==> src/rtl/alu_seq_pkg.sv <==
// Shared types and the 7-segment decoder for the sequential BCD ALU.
package alu_seq_pkg;

  typedef enum logic [2:0] {
    OP_ADD, OP_SUB, OP_NOT, OP_AND, OP_OR, OP_XOR, OP_CMP, OP_EQ
  } op_t;

  typedef enum logic [2:0] {
    IDLE, EXEC, CONV_A, CONV_B, CONV_R, DONE
  } state_t;

  localparam logic [6:0] SEG_BLANK = 7'b1111111;

  // Active-low gfedcba; non-decimal codes render blank.
  function automatic logic [6:0] seg7(input logic [3:0] d);
    case (d)
      4'd0:    seg7 = 7'b1000000;
      4'd1:    seg7 = 7'b1111001;
      4'd2:    seg7 = 7'b0100100;
      4'd3:    seg7 = 7'b0110000;
      4'd4:    seg7 = 7'b0011001;
      4'd5:    seg7 = 7'b0010010;
      4'd6:    seg7 = 7'b0000010;
      4'd7:    seg7 = 7'b1111000;
      4'd8:    seg7 = 7'b0000000;
      4'd9:    seg7 = 7'b0010000;
      default: seg7 = SEG_BLANK;
    endcase
  endfunction

endpackage

==> src/rtl/bin2bcd_seq.sv <==
// Sequential double-dabble: load, then WIDTH shift/add-3 cycles.
// bcd is the result of the current step, valid flags the final step.
module bin2bcd_seq #(
  parameter int WIDTH  = 7,
  parameter int DIGITS = 3
) (
  input  logic                  clk,
  input  logic                  rst,
  input  logic                  load,
  input  logic [WIDTH-1:0]      bin,
  output logic [DIGITS*4-1:0]   bcd,
  output logic                  valid
);
  localparam int CW = $clog2(WIDTH + 1);

  logic [WIDTH-1:0]    sh;
  logic [DIGITS*4-1:0] acc, adj;
  logic [CW-1:0]       cnt;

  always_comb begin
    adj = acc;
    for (int i = 0; i < DIGITS; i++)
      if (acc[i*4 +: 4] >= 4'd5) adj[i*4 +: 4] = acc[i*4 +: 4] + 4'd3;
    bcd = {adj[DIGITS*4-2:0], sh[WIDTH-1]};
  end

  assign valid = (cnt == CW'(1));

  // A load wins over a step so the next conversion can start on the final-step edge.
  always_ff @(posedge clk or posedge rst) begin
    if (rst) begin
      sh  <= '0;
      acc <= '0;
      cnt <= '0;
    end else if (load) begin
      sh  <= bin;
      acc <= '0;
      cnt <= CW'(WIDTH);
    end else if (cnt != '0) begin
      sh  <= {sh[WIDTH-2:0], 1'b0};
      acc <= bcd;
      cnt <= cnt - CW'(1);
    end
  end

endmodule

==> src/rtl/alu_seq_bcd.sv <==
// Clocked 8-op ALU with shared sequential BCD conversion to three 7-seg groups.
// Optional SIGN_MAG_EN: show negative add/sub/logic results as a negated magnitude.
module alu_seq_bcd
  import alu_seq_pkg::*;
#(
  parameter int WIDTH  = 7,
  parameter int DIGITS = 3
) (
  input  logic                  clk,
  input  logic                  rst,
  input  logic [WIDTH-1:0]      data_in,
  input  logic                  load_a,
  input  logic                  load_b,
  input  logic [2:0]            op,
  input  logic                  start,
  output logic                  busy,
  output logic                  done,
  output logic                  carry,
  output logic                  overflow,
  output logic                  zero,
  output logic                  neg,
  output logic [DIGITS*7-1:0]   seg_a,
  output logic [DIGITS*7-1:0]   seg_b,
  output logic [DIGITS*7-1:0]   seg_r
);
  state_t              state, nstate;
  op_t                 op_r;
  logic [WIDTH-1:0]    a, b, d, raw, disp, cbin;
  logic                c, ov, z, n, arith;
  logic                cload, cvalid;
  logic [DIGITS*4-1:0] cbcd;
  logic [DIGITS*7-1:0] segs;

  always_comb begin
    c   = 1'b0;
    ov  = 1'b0;
    raw = '0;
    case (op_r)
      OP_ADD: begin
        {c, raw} = {1'b0, a} + {1'b0, b};
        ov = (a[WIDTH-1] == b[WIDTH-1]) && (raw[WIDTH-1] != a[WIDTH-1]);
      end
      OP_SUB: begin
        {c, raw} = {1'b0, a} + {1'b0, ~b} + (WIDTH+1)'(1);
        ov = (a[WIDTH-1] != b[WIDTH-1]) && (raw[WIDTH-1] != a[WIDTH-1]);
      end
      OP_NOT: raw = ~a;
      OP_AND: raw = a & b;
      OP_OR:  raw = a | b;
      OP_XOR: raw = a ^ b;
      OP_CMP: raw = (a > b) ? '0 : (a < b) ? WIDTH'(1) : WIDTH'(2);
      OP_EQ:  raw = (a == b) ? '0 : WIDTH'(1);
      default: raw = '0;
    endcase
    arith = (op_r != OP_CMP) && (op_r != OP_EQ);
    z     = arith && (raw == '0);
`ifdef SIGN_MAG_EN
    n    = arith && raw[WIDTH-1];
    disp = n ? (~raw + WIDTH'(1)) : raw;
`else
    n    = 1'b0;
    disp = raw;
`endif
  end

  always_comb begin
    nstate = state;
    case (state)
      IDLE:    if (start) nstate = EXEC;
      EXEC:    nstate = CONV_A;
      CONV_A:  if (cvalid) nstate = CONV_B;
      CONV_B:  if (cvalid) nstate = CONV_R;
      CONV_R:  if (cvalid) nstate = DONE;
      DONE:    nstate = IDLE;
      default: nstate = IDLE;
    endcase
  end

  assign busy  = (state != IDLE);
  assign done  = (state == DONE);
  // Each CONV state's final step is also the load edge of the next conversion.
  assign cload = (state == EXEC) || (cvalid && (state == CONV_A || state == CONV_B));
  assign cbin  = (state == EXEC) ? a : (state == CONV_A) ? b : d;

  bin2bcd_seq #(.WIDTH(WIDTH), .DIGITS(DIGITS)) u_conv (
    .clk   (clk),
    .rst   (rst),
    .load  (cload),
    .bin   (cbin),
    .bcd   (cbcd),
    .valid (cvalid)
  );

  always_comb begin
    segs = '1;
    for (int i = 0; i < DIGITS; i++) segs[i*7 +: 7] = seg7(cbcd[i*4 +: 4]);
  end

  always_ff @(posedge clk or posedge rst) begin
    if (rst) begin
      state    <= IDLE;
      op_r     <= OP_ADD;
      a        <= '0;
      b        <= '0;
      d        <= '0;
      carry    <= 1'b0;
      overflow <= 1'b0;
      zero     <= 1'b0;
      neg      <= 1'b0;
      seg_a    <= {DIGITS{SEG_BLANK}};
      seg_b    <= {DIGITS{SEG_BLANK}};
      seg_r    <= {DIGITS{SEG_BLANK}};
    end else begin
      state <= nstate;
      if (state == IDLE) begin
        if (load_a) a <= data_in;
        if (load_b) b <= data_in;
        if (start)  op_r <= op_t'(op);
      end
      if (state == EXEC) begin
        carry    <= c;
        overflow <= ov;
        zero     <= z;
        neg      <= n;
        d        <= disp;
      end
      if (cvalid && state == CONV_A) seg_a <= segs;
      if (cvalid && state == CONV_B) seg_b <= segs;
      if (cvalid && state == CONV_R) seg_r <= segs;
    end
  end

endmodule

==> config.mk <==
export PLATFORM = sky130hd
export DESIGN_NAME = alu_seq_bcd
export DESIGN_NICKNAME = d
export VERILOG_FILES = /design/src/rtl/alu_seq_pkg.sv /design/src/rtl/bin2bcd_seq.sv /design/src/rtl/alu_seq_bcd.sv
export SDC_FILE = /design/constraint.sdc
export NUM_CORES = 1
export LEC_CHECK = 0
export CAP_MARGIN = 25
export CORE_AREA = 10 10 141 143
export CTS_BUF_LIST = sky130_fd_sc_hd__clkbuf_16
export DETAILED_ROUTE_END_ITERATION = 10
export DIE_AREA = 0 0 151 153
export GPL_TIMING_DRIVEN = 0
export HOLD_SLACK_MARGIN = 0.05
export PLACE_DENSITY = 0.65
export SLEW_MARGIN = 40
export SYNTH_ARGS = -nofsm -noshare
export SYNTH_HDL_FRONTEND = slang
export SYNTH_SLANG_ARGS = --single-unit
==> constraint.sdc <==
create_clock -name clk -period 4.1 [get_ports clk]
set_input_delay 0.82 -clock clk [delete_from_list [all_inputs] [get_ports clk]]
set_output_delay 0.82 -clock clk [all_outputs]
set_load 0.02 [all_outputs]
==> results_dict.tcl <==
set metrics [dict create \
    synth_most_common_cell "nand2_1" \
    synthArstFlopShare_pct 100 \
    synthesis.area_sq_um 6690 \
    synth_top_area_share_pct 24.7 \
    fin_crit_ns 3.08 \
    fmax_ghz 0.325 \
    cts_buffer_depth 2 \
    arrival_ns 2.26 \
    ant_nets 0 \
    status "finished, final reports clean" \
    grt_pass1_vias 5042 \
    seq_area_sq_um 2960 \
    die_h_um 153 \
    drive_gt1_share_pct 23.5 \
    clkTransAtPathRegs_ns 0.06 \
    dpl.hpwl_mm 12.4 \
    grt_max_degree 70 \
    worstSetupPathType "register to output port" \
    start_util_pct 39.2 \
    fin_skew_ns 0.00894 \
    die_area_sq_um 23100 \
    syn_inst 681 \
    n_antenna_cell 0 \
    finalMaxSlewViolations 0 \
    yosys_warnings 0 \
    hold_viol 0 \
    firstDrtPassIters 5 \
    power.total_w 0.00805 \
    viasPerCell 5.15 \
    wirelength_mm 16.6 \
    num_rows 48 \
    antenna_found_initial 0 \
    cts-resized-gates 0 \
    cts.sinks 115 \
    cts_tree "done" \
    worst_slack_ns 1.02 \
    synth.avg_cell_area_sq_um 9.83 \
    io_buffers 82 \
    h-tree-depth 4 \
    cts_inserted_buffers 17 \
    worstMarginPinSlew_ns 0.794 \
    worstHoldPathCells 2 \
    cts_root_buf "clkbuf_16" \
    crit_path_start_kind "register" \
    r2r_start "u_conv.acc[8]" \
    postCtsSetupBuffers 0 \
    routed-via-count 5258 \
    maxSlewHeadroom_pct 46.8 \
    synth_cell_types 66 \
    overflow 0 \
    synth.largest_area_cell "dfstp_2" \
    rsz0062_at_grt "false" \
    core_area_sq_um 17100 \
    fill_cells 1591 \
    wire_per_inst_um 16.2 \
    p_leak_nw 3.55 \
    setup-violations-final 0 \
    maxCapViolCount 0 \
    area_growth_pct 25.7 \
    synth_nets 743 \
    pre_cts_slack_ns 1.39 \
    holdCritStartpoint "seg_b[11]" \
    worst-path-max-fanout 10 \
    power_density_nw_per_um2 956 \
    dr.first_iter.drc_count 292 \
    drc 0 \
    fin_crit_sh_pct 75.1 \
    min_to "seg_b[11]" \
    end_kind "output port" \
    fin_tns_setup_ns 0 \
    hold_buffers 0 \
    nets 845 \
    reg2reg_to "seg_a[18]" \
    r2r_setup_slack_ns 1.37 \
    gp_congestion 0.920 \
    ys_top_cells_by_count "nand2_1, dfstp_2, mux2_2" \
    synth.area.top_cells "dfstp_2, dfrtp_1, mux2_2, ha_1, nand2_1" \
    crit_required_ns 3.28 \
    peakVddDrop_v 0.000448 \
    synth-edff-count 0 \
    reg2regPathDepth 10 \
    grt.total_usage_pct 14.3 \
    ys_seq_elements 115 \
    clkLatencyLatePin_ns 0.42 \
    ios 84 \
    ys.flop_type "dfstp_2" \
    grt_pass1_wl_mm 26.7 \
    die_w_um 151 \
    hp-class "register to register" \
    multi_input_area_sq_um 3410 \
    yosysSeqAreaShare_pct 44.2 \
]
[layer usage]
layer  up-vias  global-route usage [%]  part of all wire (%)
li1       2579                       -                     -
met1      2540                    18.5                    47
met2       125                    22.8                    47
met3        14                    3.48                   5.5
met4         0                    4.45                   1.2
met5         -                       0                     0
[flip-flops by register name, summed over array words and instances, names as in the netlist, 7 cells and up]
register and cells:
seg_a 21, b 7, d 7, u_conv.acc 12, u_conv.sh 7, a 7, seg_b 21, seg_r 21
[cells in the final DEF, fill, tap and decap left out, types with 3 or more instances in the layout]
master and n:
inv_1 37, nand3_1 6, a31oi_1 11, o211ai_1 4
a21oi_1 39, a22oi_1 12, and2_1 6, a2bb2oi_1 3
nand2b_1 9, clkbuf_16 18, o21ai_1 6, dfstp_2 63
ha_1 45, xnor2_1 8, or3_1 3, or2_2 3
clkdlybuf4s50_1 82, clkinv_2 3, a21o_1 3, a211oi_1 13
nor2_1 43, nor3b_1 5, nand2_1 83, mux2i_1 9
nor3_1 7, clkinv_4 8, mux2_2 58, nor2b_1 12
dfrtp_1 52, o22ai_1 6, o21a_1 5, o21ai_0 49
clkbuf_1 18, buf_2 16
[how the worst max path moves through the flow]
stage	startpoint	to	slack, ns
6_report	state[2]	done	1.02
4_1_cts	state[2]	done	0.98
3_3_place_gp	rst	u_conv.acc[3]	-1.44
5_1_grt	state[2]	done	0.87
3_5_place_dp	u_conv.acc[8]	seg_a[18]	1.39
2_1_floorplan	rst	a[0]	0.34
[cells by family after synthesis]
kind of cell | count (synthesis) | share of synthesized area [%]
other | 1 | 0.0560
multiplexers | 67 | 11.1
flip-flops | 115 | 44.2
adder cells (fa/ha/maj) | 47 | 9.01
AND/OR/NAND/NOR | 189 | 13.0
XOR/XNOR | 8 | 1.05
AO/OA/AOI/OAI | 175 | 16.7
buffers and inverters | 79 | 4.95
[metrics by stage]
step / area, sq um / utilization, % / cells / hold slack [ns]
after global placement: 7800 / 45.7 / 988 / 0.459
after detailed placement: 7830 / 45.9 / 989 / 0.465
final: 8410 / 49.3 / 1021 / 0.471
after floorplan: 6690 / - / 681 / 0.451
after global routing: 8410 / 49.3 / 1021 / 0.483
after CTS: 8410 / 49.3 / 1021 / 0.474
[worst max-delay path, cell delays in order (launching register included)]
cell,delay [ns]
dfrtp_1,0.34
clkbuf_1,0.33
clkbuf_1,0.36
and2_1,0.21
clkdlybuf4s50_1,0.61
[final cells by class]
| class | instances | area share [%] |
|---|---|---|
| plain buffers | 38 | 2.11 |
| clock inverters | 14 | 1.56 |
| well taps | 225 | 3.35 |
| clock buffers | 18 | 5.35 |
| inverters | 41 | 1.92 |
| flip-flops and latches | 115 | 35.1 |
| repair buffers | 83 | 10.1 |
| multi-input cells | 487 | 40.5 |
[where the power goes]
group          total [W]  switching (W)  internal [W]
combinational    0.00462        0.00273       0.00189
sequential       0.00199       0.000307       0.00169
clock            0.00144       0.000563      0.000874
Power figures use the tool's default switching activity.
